### src/rtl/frog_pkg.sv
// frog_pkg: shared state codes, playfield defaults and direction bit encoding for the frog controller
package frog_pkg;
  typedef enum logic [2:0] {
    S_IDLE = 3'd0,
    S_PLAY = 3'd1,
    S_DEAD = 3'd2,
    S_WIN  = 3'd3,
    S_OVER = 3'd4
  } state_t;
  localparam int DEF_CELL_PX   = 40;
  localparam int DEF_GRID_COLS = 16;
  localparam int DEF_GRID_ROWS = 12;
  // bit positions in the {SW4,SW3,SW2,SW1} press vector; priority is UP > DOWN > LEFT > RIGHT
  typedef enum logic [1:0] {
    DIR_DOWN  = 2'd0,
    DIR_UP    = 2'd1,
    DIR_LEFT  = 2'd2,
    DIR_RIGHT = 2'd3
  } dir_t;
endpackage

### src/rtl/frog_sw_sync.sv
// frog_sw_sync: 2-FF synchronizer for four switches plus frame-sampled press detection
module frog_sw_sync (
  input  logic       CLK,
  input  logic       RST_N,
  input  logic       FRAME_TICK,
  input  logic [3:0] sw,
  input  logic       rep,
  output logic [3:0] press
);
  logic [3:0] s1, s2, samp;
  always_ff @(posedge CLK or negedge RST_N)
    if (!RST_N) begin
      s1   <= '0;
      s2   <= '0;
      samp <= '0;
    end else begin
      s1 <= sw;
      s2 <= s1;
      if (FRAME_TICK) samp <= s2;
    end
  // rep turns the edge detector into a level pass-through for hold-to-repeat
  assign press = FRAME_TICK ? (s2 & (rep ? 4'hf : ~samp)) : '0;
endmodule

### src/rtl/frog_hop_ctrl.sv
// frog_hop_ctrl: frame-ticked frog hop/life/score sequencer publishing sprite pixel position
// Optional FROG_HOLD_REPEAT_EN: a held switch re-hops each time the cooldown expires.
module frog_hop_ctrl
  import frog_pkg::*;
#(
  parameter int CELL_PX      = DEF_CELL_PX,
  parameter int GRID_COLS    = DEF_GRID_COLS,
  parameter int GRID_ROWS    = DEF_GRID_ROWS,
  parameter int START_COL    = 7,
  parameter int START_ROW    = 11,
  parameter int LIVES_INIT   = 3,
  parameter int HOP_FRAMES   = 8,
  parameter int PAUSE_FRAMES = 60
) (
  input  logic       CLK,
  input  logic       RST_N,
  input  logic       FRAME_TICK,
  input  logic       SW1,
  input  logic       SW2,
  input  logic       SW3,
  input  logic       SW4,
  input  logic       HIT,
  output logic [9:0] PLAYER_X,
  output logic [9:0] PLAYER_Y,
  output logic [2:0] STATE,
  output logic [2:0] LIVES,
  output logic [7:0] SCORE
);
  localparam int CW = $clog2(HOP_FRAMES + 1);
  localparam int PW = $clog2(PAUSE_FRAMES + 1);
  state_t st, st_n;
  logic [3:0] col, row, col_n, row_n, nc, nr, press, req;
  logic [2:0] lives, lives_n;
  logic [7:0] score, score_n;
  logic [CW-1:0] cd, cd_n;
  logic [PW-1:0] pz, pz_n;
  logic rep, go;
`ifdef FROG_HOLD_REPEAT_EN
  assign rep = (st == S_PLAY) && (cd == CW'(1));
`else
  assign rep = 1'b0;
`endif
  frog_sw_sync u_sync (
    .CLK        (CLK),
    .RST_N      (RST_N),
    .FRAME_TICK (FRAME_TICK),
    .sw         ({SW4, SW3, SW2, SW1}),
    .rep        (rep),
    .press      (press)
  );
  assign req = (cd == '0 || rep) ? press : '0;
  // only the highest-priority request is considered; if it leaves the grid, nothing moves
  always_comb begin
    nc = col;
    nr = row;
    go = 1'b0;
    if (req[DIR_UP]) begin
      go = row != 4'd0;
      nr = row - 4'd1;
    end else if (req[DIR_DOWN]) begin
      go = row != 4'(GRID_ROWS - 1);
      nr = row + 4'd1;
    end else if (req[DIR_LEFT]) begin
      go = col != 4'd0;
      nc = col - 4'd1;
    end else if (req[DIR_RIGHT]) begin
      go = col != 4'(GRID_COLS - 1);
      nc = col + 4'd1;
    end
  end
  always_comb begin
    st_n    = st;
    col_n   = col;
    row_n   = row;
    lives_n = lives;
    score_n = score;
    cd_n    = cd;
    pz_n    = pz;
    if (FRAME_TICK)
      case (st)
        S_IDLE: st_n = |press ? S_PLAY : S_IDLE;
        S_PLAY:
          if (HIT) begin
            st_n    = S_DEAD;
            lives_n = lives - 3'd1;
          end else begin
            cd_n = (cd != '0) ? cd - CW'(1) : cd;
            if (go) begin
              col_n = nc;
              row_n = nr;
              cd_n  = CW'(HOP_FRAMES);
              if (nr == 4'd0) begin
                st_n    = S_WIN;
                score_n = (score == 8'hff) ? score : score + 8'd1;
              end
            end
          end
        S_DEAD, S_WIN: begin
          pz_n = pz + PW'(1);
          if (pz == PW'(PAUSE_FRAMES - 1)) begin
            pz_n = '0;
            if (st == S_DEAD && lives == 3'd0) st_n = S_OVER;
            else begin
              st_n  = S_PLAY;
              col_n = 4'(START_COL);
              row_n = 4'(START_ROW);
              cd_n  = '0;
            end
          end
        end
        S_OVER:
          if (|press) begin
            st_n    = S_IDLE;
            col_n   = 4'(START_COL);
            row_n   = 4'(START_ROW);
            lives_n = 3'(LIVES_INIT);
            score_n = '0;
            cd_n    = '0;
          end
        default: st_n = S_IDLE;
      endcase
  end
  always_ff @(posedge CLK or negedge RST_N)
    if (!RST_N) begin
      st       <= S_IDLE;
      col      <= 4'(START_COL);
      row      <= 4'(START_ROW);
      lives    <= 3'(LIVES_INIT);
      score    <= '0;
      cd       <= '0;
      pz       <= '0;
      PLAYER_X <= 10'(START_COL * CELL_PX);
      PLAYER_Y <= 10'(START_ROW * CELL_PX);
    end else begin
      st       <= st_n;
      col      <= col_n;
      row      <= row_n;
      lives    <= lives_n;
      score    <= score_n;
      cd       <= cd_n;
      pz       <= pz_n;
      PLAYER_X <= 10'(col_n) * 10'(CELL_PX);
      PLAYER_Y <= 10'(row_n) * 10'(CELL_PX);
    end
  assign STATE = st;
  assign LIVES = lives;
  assign SCORE = score;
endmodule
### config.mk
export PLATFORM = sky130hd
export DESIGN_NAME = frog_hop_ctrl
export DESIGN_NICKNAME = d
export VERILOG_FILES = /design/src/rtl/frog_pkg.sv /design/src/rtl/frog_sw_sync.sv /design/src/rtl/frog_hop_ctrl.sv
export SDC_FILE = /design/constraint.sdc
export NUM_CORES = 1
export LEC_CHECK = 0
export ABC_AREA = 0
export CORE_ASPECT_RATIO = 0.5
export CORE_MARGIN = 2
export CORE_UTILIZATION = 50
export CTS_CLUSTER_DIAMETER = 100
export DETAILED_ROUTE_END_ITERATION = 12
export PLACE_DENSITY_LB_ADDON = 0.12
export REMOVE_ABC_BUFFERS = 1
export SLEW_MARGIN = 20
export SYNTH_ARGS = -nofsm -noshare
export SYNTH_HDL_FRONTEND = slang
export SYNTH_HIERARCHICAL = 1
export SYNTH_SLANG_ARGS = --single-unit
export TNS_END_PERCENT = 100
### constraint.sdc
create_clock -name CLK -period 4.31 [get_ports CLK]
set_input_delay 0.6465 -clock CLK [delete_from_list [all_inputs] [get_ports CLK]]
set_output_delay 0.6465 -clock CLK [all_outputs]
set_load 0.01 [all_outputs]
### Word-level counts from Yosys, hierarchy flattened

Cells that the tools add are included.
Widths: inputs -> output; s select.

| cells by class | value |
|---|---|
| add/subtract/negate cells | 8 |
| $mul | 2 |
| equality and inequality tests | 19 |
| mux-type cells | 51 |
| bitwise logic cells | 2 |
| reductions and logical operators | 17 |

Operator list:

| operator | count |
|---|---|
| $mux 4 | 26 |
| $mux 8 | 5 |
| $pmux 4 s3 | 3 |
| $mux 3 | 8 |
| $ne 2x2->1 const B | 8 |
| $pmux 8 s2 | 1 |
| $mul 4x3->7 const B | 2 |
| $reduce_and 7->1 | 2 |
| $pmux 3 s4 | 1 |
| $reduce_bool 4->1 | 3 |
| $sub 4x1->4 const B | 3 |
| $ne 3x3->1 const B | 3 |
| $add 4x1->4 const B | 2 |
| $add 8x1->8 const B | 1 |
| $eq 8x8->1 const B | 1 |
| $logic_not 4->1 | 2 |
| $ne 4x4->1 const B | 2 |
| $add 6x1->6 const B | 1 |
| $eq 3x2->1 const B | 2 |
| $eq 6x6->1 const B | 1 |
| $logic_not 3->1 | 2 |
| $mux 6 | 1 |
| $pmux 3 s2 | 1 |
| $mux 1 | 5 |
| other kinds (13) | 13 |

| word-level totals | value |
|---|---|
| bits in registers | 58 |
| input bits | 8 |
| word-level logic and storage cells | 111 |

### Logic depth before layout (Yosys ltp)

| logic depth | value |
|---|---|
| word-level depth | 13 |
| gate-level depth with buffers | 14 |
| gate-level depth less buffers | 12 |

### Hierarchy

Netlist, hierarchy kept.

By module, submodules not included:

| module | times used | cells each | area each (um^2) | sequential area each (um^2) |
|---|---|---|---|---|
| frog_hop_ctrl | 1 | 330 | 3021.6 | 1066.0 |
| frog_sw_sync | 1 | 29 | 374.1 | 300.3 |

### Least setup slack after synthesis

OpenSTA, ideal clock, no wires.

| timing path | value |
|---|---|
| kind | input to register |
| start point | input FRAME_TICK |
| end point | register PLAYER_Y[8] |
| arrival time | 3.184 ns |
| data required time | 4.229 ns |
| setup slack | 1.045 ns |
| stages on the path | 13 |
| path buffers | 1 |
| cell sequence | nand2_1 a21oi_1 nand4b_1 a311o_1 and3_1 buf_2 a31oi_1 o21ai_0 o21ai_0 ha_1 ha_1 fa_1 xor2_1 |

RTL lines:

| element | line | source |
|---|---|---|
| start, declared | frog_hop_ctrl.sv:17 | `input logic FRAME_TICK,` |
| $mux 4 (*) | frog_sw_sync.sv:22 | `assign press = FRAME_TICK ? (s2 & (rep ? 4'hf : ~samp)) : '0;` |
| via press[2] | frog_hop_ctrl.sv:32 | `logic [3:0] col, row, col_n, row_n, nc, nr, press, req;` |
| $mux 4 | frog_hop_ctrl.sv:51 | `assign req = (cd == '0 \|\| rep) ? press : '0;` |
| $mux 1 | frog_hop_ctrl.sv:63 | `end else if (req[DIR_LEFT]) begin` |
| $mux 1 | frog_hop_ctrl.sv:60 | `end else if (req[DIR_DOWN]) begin` |
| $mux 1 | frog_hop_ctrl.sv:57 | `if (req[DIR_UP]) begin` |
| $mux 4 | frog_hop_ctrl.sv:88 | `if (go) begin` |
| $mux 4 | frog_hop_ctrl.sv:83 | `if (HIT) begin` |
| $pmux 4 s3 (*) | frog_hop_ctrl.sv:80 | `case (st)` |
| $mux 4 (*) | frog_hop_ctrl.sv:79 | `if (FRAME_TICK)` |
| via row_n[2] | frog_hop_ctrl.sv:32 |  |
| $mul 4x3->7 (*) | frog_hop_ctrl.sv:143 | `PLAYER_Y <= 10'(row_n) * 10'(CELL_PX);` |
| end signal, assigned | frog_hop_ctrl.sv:133 | `PLAYER_Y <= 10'(START_ROW * CELL_PX);` |
| end signal, assigned | frog_hop_ctrl.sv:143 |  |
| end, declared | frog_hop_ctrl.sv:24 | `output logic [9:0] PLAYER_Y,` |

The timed path passes the listed nets; every way through them passes the cells marked *.
A chain may end at the register's enable or synchronous reset.

### Worst setup path after layout

| timing path | value |
|---|---|
| start point | input FRAME_TICK |
| end point | register PLAYER_X[8] |

RTL lines:

| element | line | source |
|---|---|---|
| $mux 4 (*) | frog_sw_sync.sv:22 |  |
| via press[1] | frog_hop_ctrl.sv:32 |  |
| $mux 4 | frog_hop_ctrl.sv:51 |  |
| $mux 4 / $mux 1 (equally long branches) | frog_hop_ctrl.sv:57 |  |
| $mux 4 | frog_hop_ctrl.sv:88 |  |
| $mux 4 | frog_hop_ctrl.sv:83 |  |
| $pmux 4 s3 (*) | frog_hop_ctrl.sv:80 |  |
| $mux 4 (*) | frog_hop_ctrl.sv:79 |  |
| via col_n[1] | frog_hop_ctrl.sv:32 |  |
| $mul 4x3->7 (*) | frog_hop_ctrl.sv:142 | `PLAYER_X <= 10'(col_n) * 10'(CELL_PX);` |
| end signal, assigned | frog_hop_ctrl.sv:132 | `PLAYER_X <= 10'(START_COL * CELL_PX);` |
| end signal, assigned | frog_hop_ctrl.sv:142 |  |
| end, declared | frog_hop_ctrl.sv:23 | `output logic [9:0] PLAYER_X,` |

Marked as above.

==> metrics.csv <==
stage,metric,value,unit
placed_design,post-DP HPWL,5687,µm
cts,clk_lat worst skew,0.31,ns
yosys,post-synthesis register bit count,54,
power_and_ir_drop,Internal Power,1.208,mW
routing,Routed Antenna Nets,0,
power_and_ir_drop,P_leak,1.680,nW
setup_path,R2R Path End,PLAYER_X[8]$_DFF_PN1_,
yosys,Post-synth EDFFs,0,
routing,wire per inst,16.18,µm
power_and_ir_drop,VDD IR max,0.0002335,V
die,Core ar.,6621,µm²
power_and_ir_drop,switch share,37.72,%
timing,setup ws final,0.5392,ns
timing,Slew headroom,54.10,%
setup_path,reg2reg path depth,9,
setup_path,Worst Setup Path Type,in2reg,
power_and_ir_drop,sequential power share,37.6,%
cts,CTS tree,yes,
power_and_ir_drop,clock network power share,24.7,%
setup_path,CP arrival,4.00,ns
placed_design,pre-CTS WS,0.2596,ns
finish,Ant. Diodes,0,
yosys,post-synth top area share,30.95,%
finish,fillcell total,566,
setup_path,Crit Path Max Fanout,8,
setup_path,Critical Path RT,4.54,ns
die,starting density of the core,51.28,%
setup_path,worst setup path end,PLAYER_X[8]$_DFF_PN1_,
setup_path,FF-to-FF setup slack,0.89,ns
status,status,"complete, no violations",
placed_design,PortBufs,35,
routing,Via-to-Cell Ratio,5.936,
global_route,largest net degree at the start of global routing,41,
global_route,number of global-route vias before repair,2688,
routing,vias,2861,
finish,share of cells above drive strength 1,12.31,%
setup_path,CP endpoint kind,flop,
finish,P&R area growth vs syn,16.06,%
setup_path,startpoint types,input pin,
yosys,mean post-synth cell area,9.459,µm²
cts,cts hold-fix bufs,0,
global_route,met2 Use GR,33.90,%
timing,final period utilization,87.49,%
yosys,Commonest cells post-synth,"dfrtp_1, nand2_1, o21ai_0",
placed_design,GP Congestion,0.8666,
die,die area,7507,µm²
worst_hold_path,HP Class,in2async,
yosys,ys async rst share,100.0,%
cts,CTS resizes,0,
global_route,total grt overflow,0,
cts,Root Driver,clkbuf_16,
timing,Tightest Pin Transition,0.6789,ns
routing,TritonRoute pass-1 iters,5,
yosys,Main synth FF type,dfrtp_1,
power_and_ir_drop,Psw,731.7,µW
cts,CTS Buffer Depth,2,
yosys,top-count cell post-synth,dfrtp_1,
flow_run,# Max-Cap Violations,0,
timing,Setup-failing EPs final,0,
timing,fin crit period,3.771,ns
global_route,first-pass GRT wire length,13290,µm
yosys,register area share after synthesis,40.24,%
global_route,GR peak layer,met2,
finish,Util after Layout,59.52,%
cts,Post-CTS Setup Bufs,0,
yosys,yosys warns,6,
setup_path,Crit Reg-Reg Startpoint,STATE[2]$_DFFE_PN0P_,
timing,fin. max-slew vios,0,
timing,RSZ-0062 raised after global routing,false,
routing,1st-iter DRT viols,346,
global_route,gr usage total,22.37,%
yosys,Synth area leaders,"dfrtp_1, dfstp_2, ha_1, o21ai_0, nand2_1",
timing,fmax,265.2,MHz
cts,CTS sink count,54,
timing,skew final,0.005558,ns
power_and_ir_drop,Gate power share,37.7,%
global_route,initial antenna violation count,0,
cts,H-tree depth,2,
yosys,"Cell Area, Synth",3396,µm²
global_route,GRT met3 Usage,5.331,%
die,# IOs,42,
routing,final wirelength,7800,µm
global_route,GRT met1 Usage,31.86,%
yosys,Cells after Synth,359,
power_and_ir_drop,pwr dens,492.2,nW/µm²
die,die width,120.5,µm
die,Rows,21,
setup_path,Worst Setup SP,FRAME_TICK,
cts,CTS Buf Count,5,
die,die extent in y,62.28,µm
finish,number of nets in the layout,415,
yosys,Yosys top cell by area,dfrtp_1,
routing,residual DRC count,0,
timing,final hold viol count,0,
timing,Setup TNS,0,ns
cts,"Reg clk slew, reported paths",0.07,ns
yosys,post-synthesis cell type count,78,
routing by layer:
| layer | share of wire (%) | up-vias |
|---|---|---|
| li1 | - | 1371 |
| met1 | 49 | 1372 |
| met2 | 42 | 103 |
| met3 | 6.6 | 15 |
| met4 | 1.6 | 0 |
| met5 | 0 | - |
worst max-delay path, cell delays in order:
cell             delay, ns
clkdlybuf4s50_1       0.51
nand2_1               0.13
a21oi_1               0.11
or4_4                 0.62
and2_1                0.24
nor2_1                0.30
o21ai_0               0.15
a22o_1                0.24
ha_1                  0.29
ha_1                  0.23
fa_1                  0.38
xnor2_1               0.17
how the worst min path moves through the flow:
| stage | from | to |
|---|---|---|
| floorplan | u_sync/s1[0]$_DFF_PN0_ | u_sync/s2[0]$_DFF_PN0_ |
| global placement | u_sync/s1[3]$_DFF_PN0_ | u_sync/s2[3]$_DFF_PN0_ |
| detailed placement | u_sync/s1[2]$_DFF_PN0_ | u_sync/s2[2]$_DFF_PN0_ |
| CTS | RST_N | pz[4]$_DFFE_PN0P_ |
| global route | RST_N | pz[4]$_DFFE_PN0P_ |
| finish | RST_N | pz[4]$_DFFE_PN0P_ |
stage by stage:
step	std cells	total power, mW	hold slack [ns]	cell area (µm²)
after CTS	482	1.943	0.2408	3941
after global placement	474	1.432	0.3365	3769
after detailed placement	474	1.459	0.3356	3769
final	482	1.940	0.2360	3941
after global routing	482	2.073	0.2565	3941
after floorplan	339	1.175	0.3312	3248
cell usage in the layout, fill, tap and decap left out, types with 12 or more instances in the layout:
cell and n:
nand3_1 12, clkdlybuf4s50_1 34, nor2_1 22, ha_1 16, dfstp_2 12, o21ai_0 27, inv_1 17, dfrtp_1 42
a21oi_1 18, nand2_1 34
kinds of logic (layout without fill, tap and decap cells):
logic type                 after synthesis  in the layout  synth area share (%)
muxes                                    3              3                0.9580
xor gates and xnor gates                 3              3                0.7739
adders and majority gates               18             18                 7.074
and+or+nand+nor                        136            136                 22.99
DFF                                     54             54                 40.24
other                                    1              7                0.1104
AOI/OAI and AO/OA                      101            101                 20.97
buffers and inverters                   43             68                 6.890
state kept, by name, indices dropped and copies added, names as in the netlist:
signal / cells
pz: 6
u_sync/s1: 4
STATE: 3
u_sync/s2: 4
SCORE: 8
PLAYER_X: 5
LIVES: 3
cd: 4
row: 4
PLAYER_Y: 5
u_sync/samp: 4
col: 4
power by group through the flow:
stage          combinational, mW  sequential, mW  clock, mW
3_3_place_gp               0.699           0.733          0
3_5_place_dp               0.721           0.738          0
5_1_grt                    0.809           0.749      0.515
4_1_cts                    0.726           0.728      0.489
6_report                   0.732           0.729      0.480
2_1_floorplan              0.442           0.733          0
final cells by class:
| class | count | area [µm²] | area share, % |
|---|---|---|---|
| sequential | 54 | 1366 | 34.67 |
| multi-input combinational | 268 | 1818 | 46.13 |
| clock buffer | 5 | 125.1 | 3.175 |
| tap | 92 | 115.1 | 2.921 |
| timing repair buffer | 43 | 405.4 | 10.29 |
| inverter | 17 | 63.81 | 1.619 |
| clock inverter | 3 | 47.55 | 1.206 |
(Power assumes the default switching activity.)
